### config.mk
export PLATFORM = sky130hd
export DESIGN_NAME = ddata_rx
export DESIGN_NICKNAME = d
export VERILOG_FILES = /design/src/rtl/ser_pkg.sv /design/src/rtl/ddata_rx_byte_fifo.sv /design/src/rtl/ddata_rx.sv
export SDC_FILE = /design/constraint.sdc
export NUM_CORES = 1
export LEC_CHECK = 0
export ABC_AREA = 1
export CORE_MARGIN = 2
export CORE_UTILIZATION = 50
export DETAILED_ROUTE_END_ITERATION = 8
export HOLD_SLACK_MARGIN = 0.06
export PLACE_DENSITY = 0.77
export SYNTH_ARGS = -nofsm -noshare
export SYNTH_HDL_FRONTEND = slang
export SYNTH_HIERARCHICAL = 1
export SYNTH_SLANG_ARGS = --single-unit
### constraint.sdc
create_clock -name sclk -period 2.5 [get_ports sclk]
set_input_delay 0.5 -clock sclk [delete_from_list [all_inputs] [get_ports sclk]]
set_output_delay 0.5 -clock sclk [all_outputs]
set_load 0.02 [all_outputs]
### src/rtl/ser_pkg.sv
// Shared definitions for the directed serial data link: word size,
// receiver FSM state encoding and the bit index at which the receiver
// decides whether to request the next byte.
package ser_pkg;

  localparam int unsigned BITS_PER_WORD = 8;
  localparam int unsigned CONT_BIT      = 6;

  typedef enum logic [1:0] {
    ST_IDLE = 2'd0,
    ST_RECV = 2'd1
  } state_t;

endpackage

### src/rtl/ddata_rx_byte_fifo.sv
// byte_fifo: synchronous byte FIFO with extra-bit pointers.
// Push and pop in the same cycle are legal at any level, including full.
// While empty, the head output holds the most recently popped byte.
module byte_fifo #(
  parameter int unsigned DEPTH = 4,
  parameter int unsigned AW    = 2
) (
  input  logic          clk,
  input  logic          rst_n,
  input  logic          push,
  input  logic [7:0]    push_data,
  input  logic          pop,
  output logic [7:0]    head,
  output logic [AW:0]   level,
  output logic          empty,
  output logic          full
);

  localparam int unsigned LW = AW + 1;

  logic [7:0]  mem [DEPTH];
  logic [AW:0] wr_ptr;
  logic [AW:0] rd_ptr;
  logic [7:0]  last_q;
  logic        do_push;
  logic        do_pop;

  assign level   = wr_ptr - rd_ptr;
  assign empty   = (level == '0);
  assign full    = (level == LW'(DEPTH));
  assign do_pop  = pop && !empty;
  assign do_push = push && (!full || do_pop);
  assign head    = empty ? last_q : mem[rd_ptr[AW-1:0]];

  // Storage array write port.
  always_ff @(posedge clk) begin
    if (do_push) begin
      mem[wr_ptr[AW-1:0]] <= push_data;
    end
  end

  // Pointer update and held copy of the last byte popped.
  always_ff @(posedge clk or negedge rst_n) begin
    if (!rst_n) begin
      wr_ptr <= '0;
      rd_ptr <= '0;
      last_q <= '0;
    end else begin
      if (do_push) begin
        wr_ptr <= wr_ptr + 1'b1;
      end
      if (do_pop) begin
        rd_ptr <= rd_ptr + 1'b1;
        last_q <= mem[rd_ptr[AW-1:0]];
      end
    end
  end

endmodule

### src/rtl/ddata_rx.sv
// ddata_rx: receive end of the directed serial data link.
// Requests bytes with ddataEn, samples ddata LSB-first on rising sclk and
// queues completed bytes in a byte_fifo.
// Optional macro DDATA_RX_CNT_EN adds the rx_byte_cnt port and counter.
module ddata_rx
  import ser_pkg::*;
#(
  parameter int unsigned DEPTH = 4,
  parameter int unsigned AW    = 2
) (
  input  logic          sclk,
  input  logic          rst_n,
  input  logic          enable,
  input  logic          ddata,
  output logic          ddataEn,
  output logic [7:0]    rx_data,
  output logic          rx_valid,
  input  logic          rx_ready,
  output logic [AW:0]   rx_level,
  output logic          rx_busy
`ifdef DDATA_RX_CNT_EN
  ,
  output logic [31:0]   rx_byte_cnt
`endif
);

  localparam int unsigned LW       = AW + 1;
  localparam logic [AW:0] LVL_CONT = LW'(DEPTH - 2);
  localparam logic [2:0]  CONT_IDX = 3'(CONT_BIT);
  localparam logic [2:0]  LAST_IDX = 3'(BITS_PER_WORD - 1);

  state_t      state;
  state_t      state_n;
  logic [2:0]  bitcnt;
  logic [2:0]  bitcnt_n;
  logic [6:0]  shreg;
  logic [6:0]  shreg_n;
  logic        en_q;
  logic        en_n;
  logic        push;
  logic [7:0]  push_data;
  logic        fifo_empty;
  logic        fifo_full;
  logic        start_ok;
  logic        cont_ok;

  // Level is taken before any same-cycle pop, so both checks are conservative.
  assign start_ok = enable && !fifo_full;
  assign cont_ok  = enable && (rx_level <= LVL_CONT);

  assign ddataEn  = en_q;
  assign rx_valid = !fifo_empty;
  assign rx_busy  = (state != ST_IDLE);

  // Receiver state, bit counter, shift register and request flag.
  always_ff @(posedge sclk or negedge rst_n) begin
    if (!rst_n) begin
      state  <= ST_IDLE;
      bitcnt <= '0;
      shreg  <= '0;
      en_q   <= 1'b0;
    end else begin
      state  <= state_n;
      bitcnt <= bitcnt_n;
      shreg  <= shreg_n;
      en_q   <= en_n;
    end
  end

  // Next-state, bit capture and push decision.
  always_comb begin
    state_n   = state;
    bitcnt_n  = bitcnt;
    shreg_n   = shreg;
    en_n      = en_q;
    push      = 1'b0;
    push_data = {ddata, shreg};
    unique case (state)
      ST_IDLE: begin
        en_n     = start_ok;
        bitcnt_n = '0;
        if (start_ok) begin
          state_n = ST_RECV;
        end
      end
      ST_RECV: begin
        bitcnt_n = bitcnt + 3'd1;
        for (int unsigned i = 0; i < BITS_PER_WORD - 1; i++) begin
          if (bitcnt == 3'(i)) begin
            shreg_n[i] = ddata;
          end
        end
        // The source only looks at ddataEn after driving bit 7, so the
        // next-byte request is settled while bit 6 is sampled.
        if (bitcnt == CONT_IDX) begin
          en_n = cont_ok;
        end
        if (bitcnt == LAST_IDX) begin
          push     = 1'b1;
          bitcnt_n = '0;
          state_n  = en_q ? ST_RECV : ST_IDLE;
        end
      end
      default: begin
        state_n  = ST_IDLE;
        bitcnt_n = '0;
        en_n     = 1'b0;
      end
    endcase
  end

  byte_fifo #(
    .DEPTH (DEPTH),
    .AW    (AW)
  ) u_fifo (
    .clk       (sclk),
    .rst_n     (rst_n),
    .push      (push),
    .push_data (push_data),
    .pop       (rx_ready),
    .head      (rx_data),
    .level     (rx_level),
    .empty     (fifo_empty),
    .full      (fifo_full)
  );

`ifdef DDATA_RX_CNT_EN
  // Count of bytes pushed into the FIFO, wrapping at 2^32.
  always_ff @(posedge sclk or negedge rst_n) begin
    if (!rst_n) begin
      rx_byte_cnt <= '0;
    end else if (push) begin
      rx_byte_cnt <= rx_byte_cnt + 32'd1;
    end
  end
`endif

endmodule

### After elaboration in Yosys (flattened, before gate mapping)

Memories as Yosys holds them, arrays and structs flattened.
Cells that the tools add are included.

* $lt $le $gt $ge: 1
* add/subtract/negate cells: 4
* reduce and logical (&&, ||, !) cells: 19
* mux-type cells: 13
* equality and inequality tests: 12

Operators with widths (count)
* AND reduction 2 bit: 8
* == test 3 bit (second input constant): 5
* adder 3 x 1 -> 3 bit (second input constant): 3
* two-way mux 8 bit: 1
* == test 3 x 2 -> 1 bit (second input constant): 2
* logical NOT 3 bit: 2
* two-way mux 1 bit: 6
* two-way mux 3 bit: 2
* inequality test 2 bit (second input constant): 3
* logical AND 1 bit: 4
* two-way mux 2 bit: 2
* one-hot mux 2 bit (2 select lines): 1
* == test 3 x 1 -> 1 bit (second input constant): 1
* <= comparator 3 x 2 -> 1 bit (second input constant): 1
* subtractor 3 bit: 1
* == test 2 x 1 -> 1 bit (second input constant): 1
* logical NOT 1 bit: 2
* logical NOT 2 bit: 1
* one-hot mux 1 bit (2 select lines): 1
* nonzero test 2 bit: 1
* logical OR 1 bit: 1

* flip-flop bits (word level): 27
* memories kept: 1
* bits of input ports: 5
* word-level logic and storage cells: 63
* bits in writable memories: 32
* output and inout bits: 14

Memory list
* u_fifo.mem: depth 4, bits a word 8, rd ports 1, clocked after Yosys merged registers in 0, write ports 1, line ddata_rx_byte_fifo.sv:21 `logic [7:0] mem [DEPTH];`

### Depth between registers and ports, before layout

* depth after elaboration: 8
* depth in mapped cells: 11
* depth with buffers taken out: 11

### Hierarchy

The synthesis kept the hierarchy.

Modules (own cells, without submodules)
* byte_fifo: cells each 201, times used 1, area each 2254.7 um2, seq. area each 1311.3 um2
* ddata_rx: cells each 65, times used 1, area each 581.8 um2, seq. area each 300.3 um2

### Least setup slack after synthesis

OpenSTA, ideal clock, no wires.

* path kind: reg-to-reg
* start point: register u_fifo.wr_ptr[0]
* end point: memory u_fifo.mem[0][0] (enable)
* data required time: 2.129 ns
* library setup time: 0.371 ns
* stages on the path, launching flop included: 9
* period minus slack after synthesis: 2.332 ns
* arrival time: 1.961 ns
* setup slack: 0.168 ns
* buffers on the path: 0
* cells stage by stage: dfrtp_1 inv_1 ha_1 fa_1 nand2_4 nand2_1 nand3_2 nand2_4 nor2_1

* cells in the longest elaborated chain, start to end: 8

RTL lines
* from (decl): line ddata_rx_byte_fifo.sv:22 `logic [AW:0] wr_ptr;`
* from (signal assigned): line ddata_rx_byte_fifo.sv:50 `wr_ptr <= wr_ptr + 1'b1;`
* subtractor 3 bit *: line ddata_rx_byte_fifo.sv:28 `assign level = wr_ptr - rd_ptr;`
* named net rx_level[2]: line ddata_rx.sv:19 `output logic [AW:0] rx_level,`
* logical NOT 3 bit: line ddata_rx_byte_fifo.sv:29 `assign empty = (level == '0);`
* logical NOT 1 bit: line ddata_rx_byte_fifo.sv:31 `assign do_pop = pop && !empty;`
* logical AND 1 bit: line ddata_rx_byte_fifo.sv:31
* logical OR 1 bit *: line ddata_rx_byte_fifo.sv:32 `assign do_push = push && (!full || do_pop);`
* logical AND 1 bit *: line ddata_rx_byte_fifo.sv:32
* two-way mux 1 bit *: line ddata_rx_byte_fifo.sv:37 `if (do_push) begin`
* two-way mux 1 bit (implied by the code) *: line ddata_rx_byte_fifo.sv:38 `mem[wr_ptr[AW-1:0]] <= push_data;`
* to (decl): line ddata_rx_byte_fifo.sv:21

Mark *: on every way through the listed nets, which the timed path passes. The rest lies on a longest branch.

### Worst setup path in the final report

* start point: register u_fifo.rd_ptr[0]
* end point: output port rx_data[2]

* cells in the longest elaborated chain, start to end: 3

RTL lines
* from (decl): line ddata_rx_byte_fifo.sv:23 `logic [AW:0] rd_ptr;`
* from (signal assigned): line ddata_rx_byte_fifo.sv:53 `rd_ptr <= rd_ptr + 1'b1;`
* subtractor 3 bit: line ddata_rx_byte_fifo.sv:28
* logical NOT 3 bit: line ddata_rx_byte_fifo.sv:29
* named net fifo_empty: line ddata_rx.sv:42 `logic fifo_empty;`
* two-way mux 8 bit: line ddata_rx_byte_fifo.sv:33 `assign head = empty ? last_q : mem[rd_ptr[AW-1:0]];`
* to (decl): line ddata_rx.sv:16 `output logic [7:0] rx_data,`

The timed path passes the listed nets, and every way through them passes these cells.

==> out/summary.txt <==
Post-Syn Area - 2840 um2
Worst hold path class - flop to flop
Die area - 6290 um2
H-tree level count - 3
Setup crit start kind - flop
Crit. End Element - primary output
Status - complete, but fails checks
Period utilisation layout - 105%
Share of layout cells above drive strength 1 - 30.8%
Hold-fix buffers, CTS - 0
Crit Path Class - flop to primary output
Initial antenna violation count - 0
CTS tree - built
GRT Overall Usage - 19.1%
DR pass1 iterations - 4
Pins Over Slew Limit - 0
Relative slew slack - 76.3%
Final Hold Fails - 0
Global-route wire length before repair - 8650 um
Clk buf depth - 2
Xor/xnor share of the synthesized area - 0.618%
Non-Filler Instances - 390
Area delta synth->final - 22.2%
Placed wire-length estimate - 3260 um
Fillers - 421
Clock Sinks - 58
Worst Skew - 0.00528 ns
Number of nets in the layout - 331
Drt initial violations - 130
Yosys warning total - 6
Post-synthesis compound-gate area fraction - 11.5%
Core Area - 5510 um2
Peak fanout along the critical path - 5
FMAX - 0.380 GHz
Failing checks - negative setup slack
Post-Syn Nets - 284
RSZ-0062 raised after global routing - yes
Top cell type's share of synthesized area - 33.9%
Multiplexer share of the synthesized area - 0%
PnR worst setup slack - -0.133 ns
Seq/Total Area, Yosys - 56.8%
Total Wirelength - 5230 um
Rows - 27
Worst-Margin Slew - 0.355 ns
Largest family of logic cells by synthesized area - simple AND/OR/NAND/NOR gates
IO Port Bufs - 18
Gate Count Post-Synth - 266
Die height - 79.3 um
Max Cap Viol - 0
Critical Path RT - 2.00 ns
Worst-path clk slew - 0.06 ns
Area share of fa/ha/maj cells after synthesis - 6.00%
Synth area leaders - edfxtp_1 (34%), dfrtp_1 (23%), nand2_1 (8.3%), inv_1 (5.4%), ha_1 (5.3%)
Vias - 1925
Clk_lat worst skew - 0.32 ns
# diodes - 0
Routed vias/inst - 4.94
Mean Syn Cell Area - 10.7 um2
FF+latch count, synth - 58
Synth Area in Simple Gates - 16.1%
Period minus WS final - 2.63 ns
Grt total ovfl - 0
Largest area contributor in the netlist - edfxtp_1
GPL Wtd Cong - 0.772
# IOs - 19
Routed len/inst - 13.4 um
Largest net degree at the start of global routing - 36
Post-DRT Antenna Nets - 0
TritonCTS Buffers - 9
Number of global-route vias before repair - 1832
Root buffer cell - clkbuf_8
Arr. time, crit path - 2.13 ns
Number of remaining DRC errors - 0
Final Setup Violations - 9
Initial core utilization - 51.5%
Inst Count DP - 365
Distinct cells, synth - 26
Die Span X - 79.3 um
Yosys cell counts, drive strengths merged:
master	number
nand2	77
inv	41
edfxtp	32
dfrtp	26
o21ai	24
o211ai	16
ha	12
nand3	12
buf	9
nor2	8
a21oi	3
a31oi	1
clkinv	1
fa	1
nor3	1
xnor2	1
xor2	1
worst max-delay path, cell delays in order (launching register included):
cell	delay (ns)
dfrtp_1	0.40
ha_4	0.17
fa_1	0.52
nand2_2	0.08
inv_2	0.08
nand3_4	0.17
clkinv_8	0.13
nand2_2	0.05
o21ai_2	0.06
buf_6	0.13
placed cells by master, fill, tap and decap left out, drive strengths merged:
cell type	Yosys	final
o21ai	24	24
clkinv	1	7
clkbuf	0	12
dlygate4sd2	0	1
o211ai	16	16
inv	41	41
fa	1	1
buf	9	35
nor3	1	1
ha	12	12
nand3	12	12
dfrtp	26	26
nand2	77	77
clkdlybuf4s50	0	7
xor2	1	1
a31oi	1	1
xnor2	1	1
nor2	8	8
a21oi	3	3
edfxtp	32	32
cell families after synthesis:
logic type | count (synthesis)
flops | 58
simple gates | 98
fa+ha+maj | 13
compound gates | 44
xor+xnor | 2
buf+inv | 51
cell type report:
cell class	count	area, um2	share of cell area (%)
clock inverter	4	18.8	0.541
tap	72	90.1	2.60
timing repair inverter	2	25.0	0.722
multi-input combinational	157	1030	29.7
sequential	58	1610	46.5
inverter	42	173	4.98
timing repair buffer	43	383	11.0
clock buffer	12	135	3.90
routing by layer:
layer	GRT usage [%]	up-vias	share of wire (%)
met1	22.2	906	41
met5	0	-	0
met3	5.80	7	5.0
met4	11.0	0	2.1
li1	-	966	-
met2	31.1	46	52
worst paths after layout:
check | start | to | slack (ns) | depth (start not counted)
max | u_fifo/rd_ptr[0] | rx_data[2] | -0.13 | 9
min | bitcnt[0] | bitcnt[0] | 0.50 | 1
max reg2reg | u_fifo/rd_ptr[0] | u_fifo/mem[3][2] | 0.11 | 11
min reg2reg | bitcnt[0] | bitcnt[0] | 0.50 | 1
max in group asynchronous | rst_n | u_fifo/last_q[2] | 1.69 | 2
min in group asynchronous | rst_n | u_fifo/wr_ptr[1] | 0.55 | 2
metrics by stage:
stage	area, um2	util, %	hold WS [ns]	setup slack (ns)	TNS, ns
6_report	3470	63.0	0.500	-0.133	-0.989
5_1_grt	3470	63.0	0.523	-0.222	-1.73
4_1_cts	3420	62.1	0.489	-0.169	-1.28
3_5_place_dp	3150	57.2	0.473	-0.292	-2.40
3_3_place_gp	3150	57.2	0.469	-0.213	-1.74
2_1_floorplan	2840	-	0.204	0.168	0
sequential cells by signal, summed over array words and instances (netlist names):
| name | count |
|---|---|
| ddataEn | 1 |
| state | 1 |
| u_fifo/mem | 32 |
| shreg | 7 |
| u_fifo/rd_ptr | 3 |
| u_fifo/wr_ptr | 3 |
| u_fifo/last_q | 8 |
| bitcnt | 3 |
timing repair:
item                       CTS  global route
pin swaps                    1             0
cloned                       2             0
gates resized for setup     68            17
setup endpoints to repair   11            12
setup buffers                8             2
Power is not shown: default switching activity piles up to over one toggle a cycle in this logic, so the estimate is an artifact.
